`config.mk`:
```
export PLATFORM = sky130hd
export DESIGN_NAME = scc_fetch_unit_flat
export DESIGN_NICKNAME = d
export VERILOG_FILES = /design/src/rtl/scc_fetch_unit_if.sv /design/src/rtl/scc_fetch_unit.sv /design/src/flat_wrapper.sv
export SDC_FILE = /design/constraint.sdc
export NUM_CORES = 1
export LEC_CHECK = 0
export CAP_MARGIN = 10
export CORE_ASPECT_RATIO = 1.25
export CORE_MARGIN = 8
export CORE_UTILIZATION = 32
export DETAILED_ROUTE_END_ITERATION = 10
export PLACE_DENSITY = 0.5
export SETUP_SLACK_MARGIN = 0.2
export SLEW_MARGIN = 20
export SYNTH_ARGS = -nofsm -noshare
export SYNTH_HDL_FRONTEND = slang
export SYNTH_SLANG_ARGS = --single-unit
```
`constraint.sdc`:
```
create_clock -name mem_Clk -period 9.23 [get_ports mem_Clk]
set_input_delay 0.923 -clock mem_Clk [delete_from_list [all_inputs] [get_ports mem_Clk]]
set_output_delay 0.923 -clock mem_Clk [all_outputs]
set_load 0.02 [all_outputs]
```
`src/rtl/scc_fetch_unit_if.sv`:
```
// ---------------------------------------------------------------------------
// scc_fetch_unit_if
// Bundles the fetch stage's two buses:
//   - instruction memory port : instruction_memory_en/_a (to memory),
//                               instruction_memory_v (word back from memory)
//   - decode handshake        : inst_valid/inst_data/inst_pc (to decode),
//                               inst_ready (from decode)
//   - status                  : fifo_count, fetch_fault
// master = fetch unit side, slave = memory/decode/environment side.
// ---------------------------------------------------------------------------
interface scc_fetch_unit_if #(
    parameter int DEPTH = 4
);
    logic                    instruction_memory_en;
    logic [31:0]             instruction_memory_a;
    logic [31:0]             instruction_memory_v;
    logic                    inst_valid;
    logic                    inst_ready;
    logic [31:0]             inst_data;
    logic [31:0]             inst_pc;
    logic [$clog2(DEPTH):0]  fifo_count;
    logic                    fetch_fault;

    modport master (
        output instruction_memory_en,
        output instruction_memory_a,
        input  instruction_memory_v,
        output inst_valid,
        input  inst_ready,
        output inst_data,
        output inst_pc,
        output fifo_count,
        output fetch_fault
    );

    modport slave (
        input  instruction_memory_en,
        input  instruction_memory_a,
        output instruction_memory_v,
        input  inst_valid,
        output inst_ready,
        input  inst_data,
        input  inst_pc,
        input  fifo_count,
        input  fetch_fault
    );
endinterface

```
`src/rtl/scc_fetch_unit.sv`:
```
// ---------------------------------------------------------------------------
// scc_fetch_unit
// Instruction fetch stage. Owns the PC, issues one word fetch per cycle to a
// memory with one cycle of read latency, buffers returned words with their
// PCs in a DEPTH-entry prefetch FIFO and offers them to decode over
// valid/ready. Supports redirect (flush + restart), halt and a sticky
// out-of-range fault.
// Ports:
//   mem_Clk        clock, all state on posedge
//   mem_Rst_n      synchronous active-low reset
//   halt_f         level, suspend fetching (FIFO still drains)
//   redirect_valid one-cycle pulse, flush and restart at redirect_pc
//   redirect_pc    new PC (low two bits ignored)
//   bus            memory port, decode handshake and status (master side)
// ---------------------------------------------------------------------------
module scc_fetch_unit #(
    parameter logic [31:0] RESET_PC  = 32'h0000_0000,
    parameter int          DEPTH     = 4,
    parameter logic [31:0] MEM_LIMIT = 32'h0000_FFFC
) (
    input  logic              mem_Clk,
    input  logic              mem_Rst_n,
    input  logic              halt_f,
    input  logic              redirect_valid,
    input  logic [31:0]       redirect_pc,
    scc_fetch_unit_if.master  bus
);
    localparam int          AW      = $clog2(DEPTH);
    localparam int          CW      = AW + 1;
    localparam logic [31:0] PC_MASK = 32'hFFFF_FFFC;
    localparam logic [CW:0] DEPTH_W = (CW + 1)'(DEPTH);

    logic [31:0]   fetch_pc_q, fetch_pc_d;
    logic          inflight_q, inflight_d;
    logic [31:0]   inflight_pc_q, inflight_pc_d;
    logic          fault_q, fault_d;
    logic          en_q, en_d;
    logic [AW-1:0] wr_ptr_q, wr_ptr_d;
    logic [AW-1:0] rd_ptr_q, rd_ptr_d;
    logic [CW-1:0] count_q, count_d;
    logic [31:0]   fifo_data_q [DEPTH];
    logic [31:0]   fifo_pc_q   [DEPTH];

    logic          pop_s;
    logic          push_s;
    logic [CW:0]   occ_s;
    logic          try_issue_s;
    logic          range_ok_s;
    logic          issue_s;
    logic          fault_set_s;
    logic [31:0]   redirect_pc_s;

    // Handshake, credit and issue qualification for this cycle.
    always_comb begin
        pop_s         = (count_q != CW'(1'b0)) && bus.inst_ready;
        // A response is dropped when the stream is flushed or halted.
        push_s        = inflight_q && !redirect_valid && !halt_f;
        // Credit counts the word still in flight so the FIFO never overflows.
        occ_s         = {1'b0, count_q} + (CW + 1)'(inflight_q) - (CW + 1)'(pop_s);
        try_issue_s   = !halt_f && !fault_q && !redirect_valid && (occ_s < DEPTH_W);
        range_ok_s    = (fetch_pc_q <= MEM_LIMIT);
        issue_s       = try_issue_s && range_ok_s;
        fault_set_s   = try_issue_s && !range_ok_s;
        redirect_pc_s = redirect_pc & PC_MASK;
    end

    // Next-state logic for PC, in-flight tracking, fault, enable and FIFO pointers.
    always_comb begin
        fetch_pc_d    = fetch_pc_q;
        inflight_d    = issue_s;
        inflight_pc_d = inflight_pc_q;
        fault_d       = fault_q;
        wr_ptr_d      = wr_ptr_q;
        rd_ptr_d      = rd_ptr_q;
        count_d       = count_q;

        if (redirect_valid) begin
            fetch_pc_d = redirect_pc_s;
            wr_ptr_d   = AW'(1'b0);
            rd_ptr_d   = AW'(1'b0);
            count_d    = CW'(1'b0);
            if (redirect_pc_s <= MEM_LIMIT) begin
                fault_d = 1'b0;
            end else begin
                fault_d = fault_q;
            end
        end else begin
            if (issue_s) begin
                inflight_pc_d = fetch_pc_q;
                fetch_pc_d    = fetch_pc_q + 32'd4;
            end else if (halt_f && inflight_q) begin
                // The halted response is discarded, so rewind to refetch it
                // after release; otherwise that PC would be skipped.
                fetch_pc_d = inflight_pc_q;
            end else begin
                fetch_pc_d = fetch_pc_q;
            end
            fault_d = fault_q || fault_set_s;

            if (push_s) begin
                wr_ptr_d = wr_ptr_q + AW'(1'b1);
            end else begin
                wr_ptr_d = wr_ptr_q;
            end
            if (pop_s) begin
                rd_ptr_d = rd_ptr_q + AW'(1'b1);
            end else begin
                rd_ptr_d = rd_ptr_q;
            end
            case ({push_s, pop_s})
                2'b10:   count_d = count_q + CW'(1'b1);
                2'b01:   count_d = count_q - CW'(1'b1);
                default: count_d = count_q;
            endcase
        end

        en_d = !halt_f && !fault_d;
    end

    // State registers with synchronous active-low reset.
    always_ff @(posedge mem_Clk) begin
        if (!mem_Rst_n) begin
            fetch_pc_q    <= RESET_PC & PC_MASK;
            inflight_q    <= 1'b0;
            inflight_pc_q <= 32'h0000_0000;
            fault_q       <= 1'b0;
            en_q          <= 1'b0;
            wr_ptr_q      <= AW'(1'b0);
            rd_ptr_q      <= AW'(1'b0);
            count_q       <= CW'(1'b0);
        end else begin
            fetch_pc_q    <= fetch_pc_d;
            inflight_q    <= inflight_d;
            inflight_pc_q <= inflight_pc_d;
            fault_q       <= fault_d;
            en_q          <= en_d;
            wr_ptr_q      <= wr_ptr_d;
            rd_ptr_q      <= rd_ptr_d;
            count_q       <= count_d;
        end
    end

    // FIFO storage: cleared on reset so the head reads zero, written at the tail on push.
    always_ff @(posedge mem_Clk) begin
        if (!mem_Rst_n) begin
            for (int i = 0; i < DEPTH; i++) begin
                fifo_data_q[i] <= 32'h0000_0000;
                fifo_pc_q[i]   <= 32'h0000_0000;
            end
        end else if (push_s) begin
            fifo_data_q[wr_ptr_q] <= bus.instruction_memory_v;
            fifo_pc_q[wr_ptr_q]   <= inflight_pc_q;
        end else begin
            fifo_data_q[wr_ptr_q] <= fifo_data_q[wr_ptr_q];
            fifo_pc_q[wr_ptr_q]   <= fifo_pc_q[wr_ptr_q];
        end
    end

    // Outputs, all taken straight from registers.
    always_comb begin
        bus.instruction_memory_en = en_q;
        bus.instruction_memory_a  = fetch_pc_q;
        bus.inst_valid            = (count_q != CW'(1'b0));
        bus.inst_data             = fifo_data_q[rd_ptr_q];
        bus.inst_pc               = fifo_pc_q[rd_ptr_q];
        bus.fifo_count            = count_q;
        bus.fetch_fault           = fault_q;
    end
endmodule
```
`src/flat_wrapper.sv`:
```
// flat-port wrapper written by rule: the top's interface ports become plain ports
module scc_fetch_unit_flat 
#(
    parameter logic [31:0] RESET_PC  = 32'h0000_0000,
    parameter int          DEPTH     = 4,
    parameter logic [31:0] MEM_LIMIT = 32'h0000_FFFC
)
  (mem_Clk, mem_Rst_n, halt_f, redirect_valid, redirect_pc, bus_instruction_memory_en, bus_instruction_memory_a, bus_instruction_memory_v, bus_inst_valid, bus_inst_ready, bus_inst_data, bus_inst_pc, bus_fifo_count, bus_fetch_fault);
  scc_fetch_unit_if #(.DEPTH(DEPTH)) bus_i ();
  input  logic mem_Clk;
  input  logic mem_Rst_n;
  input  logic halt_f;
  input  logic redirect_valid;
  input  logic [31:0] redirect_pc;
  output wire logic [$bits(bus_i.instruction_memory_en)-1:0] bus_instruction_memory_en;
  output wire logic [$bits(bus_i.instruction_memory_a)-1:0] bus_instruction_memory_a;
  input wire logic [$bits(bus_i.instruction_memory_v)-1:0] bus_instruction_memory_v;
  output wire logic [$bits(bus_i.inst_valid)-1:0] bus_inst_valid;
  input wire logic [$bits(bus_i.inst_ready)-1:0] bus_inst_ready;
  output wire logic [$bits(bus_i.inst_data)-1:0] bus_inst_data;
  output wire logic [$bits(bus_i.inst_pc)-1:0] bus_inst_pc;
  output wire logic [$bits(bus_i.fifo_count)-1:0] bus_fifo_count;
  output wire logic [$bits(bus_i.fetch_fault)-1:0] bus_fetch_fault;
  assign bus_instruction_memory_en = bus_i.instruction_memory_en;
  assign bus_instruction_memory_a = bus_i.instruction_memory_a;
  assign bus_i.instruction_memory_v = bus_instruction_memory_v;
  assign bus_inst_valid = bus_i.inst_valid;
  assign bus_i.inst_ready = bus_inst_ready;
  assign bus_inst_data = bus_i.inst_data;
  assign bus_inst_pc = bus_i.inst_pc;
  assign bus_fifo_count = bus_i.fifo_count;
  assign bus_fetch_fault = bus_i.fetch_fault;
  scc_fetch_unit #(.RESET_PC(RESET_PC), .DEPTH(DEPTH), .MEM_LIMIT(MEM_LIMIT)) u_core (.mem_Clk(mem_Clk), .mem_Rst_n(mem_Rst_n), .halt_f(halt_f), .redirect_valid(redirect_valid), .redirect_pc(redirect_pc), .bus(bus_i));
endmodule
```
# After elaboration in Yosys (flattened, before gate mapping)
# Memory sizes are Yosys's and may differ from the RTL's. A register that Yosys moved wholly into a read port is not among the register bits.
# Index checks and enable logic that the tools add are counted.
# op_classes
add_sub_neg,7
mul,0
n_div,0
order_cmp,3
n_eq_ne,3
shifts,0
mux,25
bitwise,4
n_reduce_logical,25
# ops
cell,n
$mux W32,7
$le A32 B16 Y1 const B,2
$reduce_or A32 Y1,2
$add A32 B3 Y32 const B,1
$mux W2,6
$mux W1,11
$logic_and A1 B1 Y1,10
$pmux W3 S2,1
$reduce_bool A3 Y1,2
$logic_not A1 Y1,5
$add A2 B1 Y2 const B,2
$add A3 B1 Y4,1
$lt A4 B3 Y1 const B,1
$reduce_and A2 Y1,2
$reduce_bool A2 Y1,2
$sub A4 B1 Y4,1
$add A3 B1 Y3 const B,1
$sub A3 B1 Y3 const B,1
$eq A2 B1 Y1 const B,1
$eq A2 B2 Y1 const B,1
$not A1 Y1,2
$or A1 B1 Y1,2
$reduce_or A2 Y1,1
$logic_or A1 B1 Y1,1
$ne A0 B0 Y1,1
# word_totals
register_bits,74
latchBits,0
ramBits,256
rom_bits,0
inputBits,69
out_inout_bits,102
elab_cells,78
n_memories,2
# memory_table
name,words,width,rd,rd_ports_with_merged_regs,wr,line_no,source
u_core.fifo_data_q,4,32,1,1,4,scc_fetch_unit.sv:41,logic [31:0] fifo_data_q [DEPTH];
u_core.fifo_pc_q,4,32,1,1,4,scc_fetch_unit.sv:42,logic [31:0] fifo_pc_q [DEPTH];

# Depth between registers and ports, before layout
# Gate-level depths: netlist of run 1.
# logic_depth
depth_word,10
mapped_depth,12
depth_no_buf,10

# Worst setup path after synthesis of run 1
# Ideal clock, no wire load.
# synth_path
kind,input -> register
start,input redirect_valid
end,memory u_core.fifo_data_q[0][0] (enable)
setup_ns,0.574
arrival_time_ns,5.766
required_time_ns,8.656
setup_slack_ns,2.889
stages,3
n_path_buf,0
path_cell_list,nor2_1 > nand2_1 > o21ai_0
# synth_lines
element,line_no,source
start: declaration,flat_wrapper.sv:13,input logic redirect_valid;
end: declaration,scc_fetch_unit.sv:41,

==> flow_metrics.py, run 1 <==
metrics = {
    "sta": {
        "period_share": 0.4391,
        "timing.fmax_mhz": 246.8,
        "timing.final.hold_violations": 0,
        "fin_tns_setup_ns": 0,
        "layout_min_cycle_time_ns": 4.053,
        "rsz0062_at_grt": "false",
        "setup_viol": 0,
        "finalMaxSlewViolations": 0,
        "tightest_slew_ns": 1.066,
        "finClkSkew_ns": 0.01254,
        "max-slew-margin-rel": 0.2864,
    },
    "finish": {
        "multi_input_area_um2": 4338,
        "regArea_um2": 9216,
        "n_antenna_cell": 0,
        "final_common_cell": "edfxtp_1",
        "final_nets": 1351,
        "syn_to_final_growth_pct": 24.86,
        "num-fill-cells": 4200,
        "design_area_um2": 17550,
        "drive_above_1_share": 0.1167,
        "layout_common_cells": "edfxtp_1, nor2_1, clkdlybuf4s50_1",
    },
    "power_and_ir_drop": {
        "swShare": 0.2172,
        "p_total_w": 0.003307,
        "power.density_nw_per_um2": 188.4,
        "comb_power_share": 0.058,
        "cellLeakagePower_nw": 6.337,
        "clockPowerShare": 0.434,
        "p_switching_w": 0.0007183,
        "internal-power_w": 0.002588,
        "seq_power_share": 0.508,
        "irDropWorstVdd_mv": 0.1102,
    },
    "clocking": {
        "cts_tree": "yes",
        "clockRootBuffer": "clkbuf_16",
        "htree_num_levels": 2,
        "cts.sinks": 332,
        "clock_path_buffers": 3,
        "cts_buffers": 37,
        "clk_latency_ns": 0.52,
        "clk_pin_slew_worst_paths_ns": 0.06,
        "cts-resized-gates": 0,
        "postCtsSetupRepairBufs": 0,
        "cts_hold_buf": 0,
    },
    "job": {
        "cap_violations": 0,
    },
    "route": {
        "dr.first_iter.drc_count": 424,
        "wl_per_cell_um": 20.24,
        "drc": 0,
        "detailedRoute.firstPassIterationCount": 4,
        "viasPerCell": 4.868,
        "ant_nets": 0,
        "vias": 9123,
        "wirelength_um": 37930,
    },
    "global_route": {
        "antenna_found_initial": 1,
        "grt_pass1_vias": 9685,
        "grt_pass1_wl_um": 58420,
        "grt_util_all_layers": 0.1472,
        "grt_overflow_total": 0,
        "grt_max_degree": 65,
    },
    "min_path": {
        "min-delay-start": "u_core.inflight_pc_q[7]$_SDFFE_PN0P_",
        "min_to": "u_core.inflight_pc_q[7]$_SDFFE_PN0P_",
        "whs_path_depth": 2,
        "min_path_type": "reg2reg",
    },
    "synth": {
        "yosysUniqueCellTypes": 47,
        "synth_flop_cell": "edfxtp_1",
        "syn_avg_cell_area_um2": 12.47,
        "syn_inst": 1127,
        "synth_edf_count": 256,
        "synth_seq_cells": 332,
        "async_reset_ff_frac": 0,
        "ys.warnings.count": 0,
        "yosysSeqAreaShare": 0.6552,
        "syn_area_um2": 14050,
        "syn-num-nets": 1202,
    },
    "critical_path": {
        "r2r-end": "u_core.inflight_pc_q[28]$_SDFFE_PN0P_",
        "r2r_cells": 11,
        "critPathKind": "reg2out",
        "worstPathRequired_ns": 8.31,
        "end_kind": "primary output",
        "cp-start-kind": "flop",
        "cp_max_fo": 32,
        "arrival_ns": 3.13,
        "r2r_slack_ns": 5.56,
        "timing.rr.start": "u_core.bus.fifo_count[0]$_SDFFE_PP0P_",
    },
    "floorplanning": {
        "dieArea_um2": 50930,
        "die_y_um": 250.3,
        "die_x_um": 203.5,
        "core_area_um2": 43690,
        "io_pins": 171,
        "start_util": 0.3217,
        "row_count": 86,
    },
    "placement": {
        "port_buffers": 168,
        "postPlaceCellArea_um2": 16350,
        "hpwl_um": 22130,
        "gp_congestion": 0.7876,
    },
    "outcome": {
        "status": "completed",
    },
}
-- synthesized netlist by cell type (2+ instances only) --
cell | instances | area (um^2)
a31oi_1 | 2 | 12.51
edfxtp_1 | 256 | 7687
xor2_1 | 4 | 35.03
nor3_1 | 6 | 30.03
buf_2 | 3 | 15.01
o41ai_1 | 3 | 26.28
nand3_1 | 26 | 130.1
nand2_1 | 121 | 454.2
nand4_1 | 2 | 12.51
o21ai_0 | 36 | 180.2
buf_1 | 10 | 37.54
or2_2 | 2 | 12.51
ha_1 | 5 | 62.56
nor4_1 | 9 | 56.30
clkbuf_1 | 61 | 229.0
nand2b_1 | 2 | 12.51
and3_1 | 16 | 100.1
inv_1 | 72 | 270.3
mux4_2 | 64 | 1441
xnor2_1 | 14 | 122.6
a21oi_1 | 49 | 245.2
nor2_1 | 231 | 867.1
o31ai_1 | 4 | 30.03
o22ai_1 | 2 | 12.51
dfxtp_1 | 76 | 1521
and2_1 | 3 | 18.77
a211oi_1 | 6 | 45.04
or4_1 | 2 | 15.01
a41oi_1 | 6 | 52.55
o311a_1 | 7 | 70.07
or3_1 | 10 | 62.56
buf_6 | 2 | 22.52
-- through the flow --
step | setup slack [ns] | util | std cells | hold WS, ns
floorplan | 2.889 | - | 1127 | 0.4417
global placement | 4.927 | 0.3743 | 1808 | 0.4723
detailed placement | 4.929 | 0.3743 | 1808 | 0.4854
CTS | 4.809 | 0.4010 | 1873 | 0.4901
global route | 4.981 | 0.4017 | 1874 | 0.5153
finish | 5.177 | 0.4017 | 1874 | 0.4906
-- critical path: stages (launching register included) --
cell and delay [ns]:
dfxtp_4 0.64, buf_4 0.40, buf_16 0.31, mux4_2 0.59, clkdlybuf4s50_1 0.61
-- cell type report --
class / instances / area share
sequential: 332 / 0.5252
timing repair buffer: 186 / 0.1047
tap: 572 / 0.04078
clock inverter: 13 / 0.006845
multi-input combinational: 646 / 0.2472
inverter: 73 / 0.01561
clock buffer: 52 / 0.05968
-- registers in the layout, indices dropped and copies added (netlist names), named ones only --
register / cells
u_core.inflight_pc_q: 32
u_core.fifo_data_q: 128
u_core.inflight_q: 1
u_core.bus.fetch_fault: 1
u_core.bus.instruction_memory_en: 1
u_core.bus.instruction_memory_a: 30
u_core.rd_ptr_q: 2
u_core.wr_ptr_q: 2
u_core.bus.fifo_count: 3
u_core.fifo_pc_q: 128
-- kinds of logic (layout without fill, tap and decap cells) --
group                      count (synthesis)  count (layout)  synth area share
AOI/OAI and AO/OA                        124             124           0.05511
DFF                                      332             332            0.6552
buffers and inverters                    149             324           0.04113
xor gates and xnor gates                  18              18           0.01122
adders and majority gates                  6               6          0.005876
and+or+nand+nor                          434             434            0.1289
muxes                                     64              64            0.1026
-- power groups by stage --
stage	clock network, W	logic [W]	registers, W
CTS	0.00148	0.000197	0.00168
detailed placement	0	0.000197	0.00171
global route	0.00153	0.000206	0.00168
global placement	0	0.000197	0.00171
finish	0.00144	0.000192	0.00168
floorplan	0	0.0000847	0.00172
-- worst max path at each step --
stage	startpoint	end	slack (ns)	cells after the start
6_report	flop	bus_inst_pc[14]	5.18	4
5_1_grt	flop	bus_inst_pc[13]	4.98	4
4_1_cts	flop	bus_inst_pc[14]	4.81	3
3_5_place_dp	bus_inst_ready	u_core.inflight_pc_q[28]$_SDFFE_PN0P_	4.93	11
3_3_place_gp	redirect_valid	u_core.fifo_pc_q[0][28]$_SDFFCE_PN0P_	4.93	6
2_1_floorplan	redirect_valid	u_core.fifo_data_q[0][0]$_SDFFCE_PN0P_	2.89	3
-- layer usage --
metal  global-route usage  share of wire  vias up
li1                     -              -     4310
met1               0.1783           0.42     4508
met2               0.2617           0.51      251
met3              0.02986          0.053       52
met4              0.04004          0.021        2
met5                    0        0.00034        -
No activity file was read; power rests on OpenSTA's default activity.
==> run 2: changes to the inputs <==
==> constraint.sdc (replaced) <==
create_clock -name mem_Clk -period 4.01 [get_ports mem_Clk]
set_input_delay 0.401 -clock mem_Clk [delete_from_list [all_inputs] [get_ports mem_Clk]]
set_output_delay 0.401 -clock mem_Clk [all_outputs]
set_load 0.02 [all_outputs]
==> flow_metrics.py, run 2 (synthesis results as in run 1) <==
metrics = {
    "critical_path": {
        "timing.rr.start": "u_core.bus.fifo_count[0]$_SDFFE_PP0P_",
        "end_kind": "flop",
        "cp_max_fo": 20,
        "r2r_slack_ns": 0.79,
        "r2r_cells": 10,
        "crit_start": "u_core.bus.fifo_count[0]$_SDFFE_PP0P_",
        "cp-start-kind": "flop",
        "arrival_ns": 3.62,
        "r2r-end": "u_core.inflight_pc_q[25]$_SDFFE_PN0P_",
        "endpoint": "u_core.inflight_pc_q[25]$_SDFFE_PN0P_",
        "worstPathRequired_ns": 4.42,
        "critPathKind": "reg2reg",
    },
    "clocking": {
        "clk_latency_ns": 0.53,
        "cts_tree": "yes",
        "clockRootBuffer": "clkbuf_16",
        "cts.sinks": 332,
        "cts_hold_buf": 0,
        "clock_path_buffers": 3,
        "htree_num_levels": 2,
        "postCtsSetupRepairBufs": 0,
        "cts_buffers": 37,
        "clk_pin_slew_worst_paths_ns": 0.06,
        "cts-resized-gates": 0,
    },
    "sta": {
        "rsz0062_at_grt": "false",
        "finalMaxSlewViolations": 0,
        "hold_ws_ns": 0.4448,
        "tightest_slew_ns": 0.9476,
        "setup_viol": 0,
        "layout_min_cycle_time_ns": 3.215,
        "period_share": 0.8019,
        "finClkSkew_ns": 0.02001,
        "max-slew-margin-rel": 0.3661,
        "fin_tns_setup_ns": 0,
        "timing.fmax_mhz": 311.0,
        "timing.final.hold_violations": 0,
    },
    "floorplanning": {
        "dieArea_um2": 50930,
        "start_util": 0.3217,
        "row_count": 86,
        "core_area_um2": 43690,
        "io_pins": 171,
        "die_y_um": 250.3,
        "die_x_um": 203.5,
    },
    "finish": {
        "final_common_cell": "edfxtp_1",
        "instances_no_fill": 1885,
        "final_nets": 1360,
        "reg_top3": "u_core.fifo_data_q: 128 flops, u_core.fifo_pc_q: 128 flops, u_core.inflight_pc_q: 32 flops",
        "layout_common_cells": "edfxtp_1, nor2_1, clkdlybuf4s50_1",
        "n_antenna_cell": 0,
        "syn_to_final_growth_pct": 25.72,
        "finish.utilization": 0.4045,
        "num-fill-cells": 4210,
        "drive_above_1_share": 0.1241,
    },
    "global_route": {
        "grt_pass1_vias": 9630,
        "grt_util_all_layers": 0.1452,
        "grt_pass1_wl_um": 57410,
        "grt_overflow_total": 0,
        "antenna_found_initial": 0,
        "grt_max_degree": 65,
    },
    "route": {
        "ant_nets": 0,
        "detailedRoute.firstPassIterationCount": 5,
        "dr.first_iter.drc_count": 523,
        "viasPerCell": 4.801,
        "drc": 0,
        "wl_per_cell_um": 19.80,
        "vias": 9050,
        "wirelength_um": 37310,
    },
    "power_and_ir_drop": {
        "power.density_nw_per_um2": 431.7,
        "p_total_w": 0.007627,
        "swShare": 0.2162,
        "internal-power_w": 0.005978,
        "cellLeakagePower_nw": 6.399,
        "comb_power_share": 0.059,
        "seq_power_share": 0.506,
        "p_switching_w": 0.001649,
        "irDropWorstVdd_mv": 0.2980,
        "clockPowerShare": 0.435,
    },
    "job": {
        "cap_violations": 0,
    },
    "min_path": {
        "min_path_type": "in2reg",
    },
    "placement": {
        "hpwl_um": 22650,
        "gp_congestion": 0.8271,
        "dpl.cell_count": 1818,
        "port_buffers": 168,
    },
    "outcome": {
        "status": "completed",
    },
}
-- run 2: cell count changes in the layout (fill, tap and decap cells not counted), moves of 2 or more --
cell        change
clkinvlp_4      +2
buf_4           +5
buf_12          +5
clkbuf_2        -2
-- run 2: worst min path at each step --
stage,startpoint,endpoint,depth (start not counted)
global placement,u_core.inflight_pc_q[9]$_SDFFE_PN0P_,u_core.inflight_pc_q[9]$_SDFFE_PN0P_,2
global route,redirect_pc[5],u_core.bus.instruction_memory_a[5]$_SDFFE_PN0P_,3
CTS,redirect_pc[5],u_core.bus.instruction_memory_a[5]$_SDFFE_PN0P_,3
finish,redirect_pc[5],u_core.bus.instruction_memory_a[5]$_SDFFE_PN0P_,3
floorplan,u_core.inflight_pc_q[0]$_SDFFE_PN0P_,flop,2
detailed placement,u_core.inflight_pc_q[4]$_SDFFE_PN0P_,u_core.inflight_pc_q[4]$_SDFFE_PN0P_,2
-- run 2: power by group through the flow --
stage / clock (W) / combinational [W] / sequential, W
2_1_floorplan: 0 / 0.000196 / 0.00395
3_3_place_gp: 0 / 0.000459 / 0.00393
3_5_place_dp: 0 / 0.000459 / 0.00394
4_1_cts: 0.00342 / 0.000461 / 0.00386
5_1_grt: 0.00355 / 0.000482 / 0.00387
6_report: 0.00332 / 0.000449 / 0.00386
-- run 2: critical path, cell delays in order, from the launching register on --
cell and delay (ns):
dfxtp_1 0.34, or3_1 0.40, and2_1 0.23, ha_1 0.19, inv_1 0.05, ha_1 0.21
and3b_1 0.18, nor4_1 0.49, o22a_1 0.27, nand2_1 0.38, and3_1 0.36
-- run 2: layout make-up --
| cell class | count | area [um^2] | area share |
|---|---|---|---|
| flip-flops and latches | 332 | 9216 | 0.5216 |
| clock inverters | 17 | 143.9 | 0.008143 |
| multi-input cells | 646 | 4325 | 0.2448 |
| repair buffers | 195 | 1947 | 0.1102 |
| inverters | 73 | 274.0 | 0.01551 |
| clock buffers | 50 | 1047 | 0.05927 |
| well taps | 572 | 715.7 | 0.04050 |
-- run 2: per-layer routing --
layer / track usage / share of wire / vias up
met5: 0 / 0 / -
met4: 0.03942 / 0.019 / 0
met3: 0.03089 / 0.049 / 43
met2: 0.2470 / 0.50 / 211
met1: 0.1846 / 0.44 / 4458
li1: - / - / 4338
-- run 2: metrics by stage --
step | area (um^2) | setup WS [ns]
6_report | 17670 | 0.7945
5_1_grt | 17670 | 0.5609
4_1_cts | 17670 | 0.6943
3_5_place_dp | 16480 | 0.6552
3_3_place_gp | 16480 | 0.6314
2_1_floorplan | 14060 | -0.1026
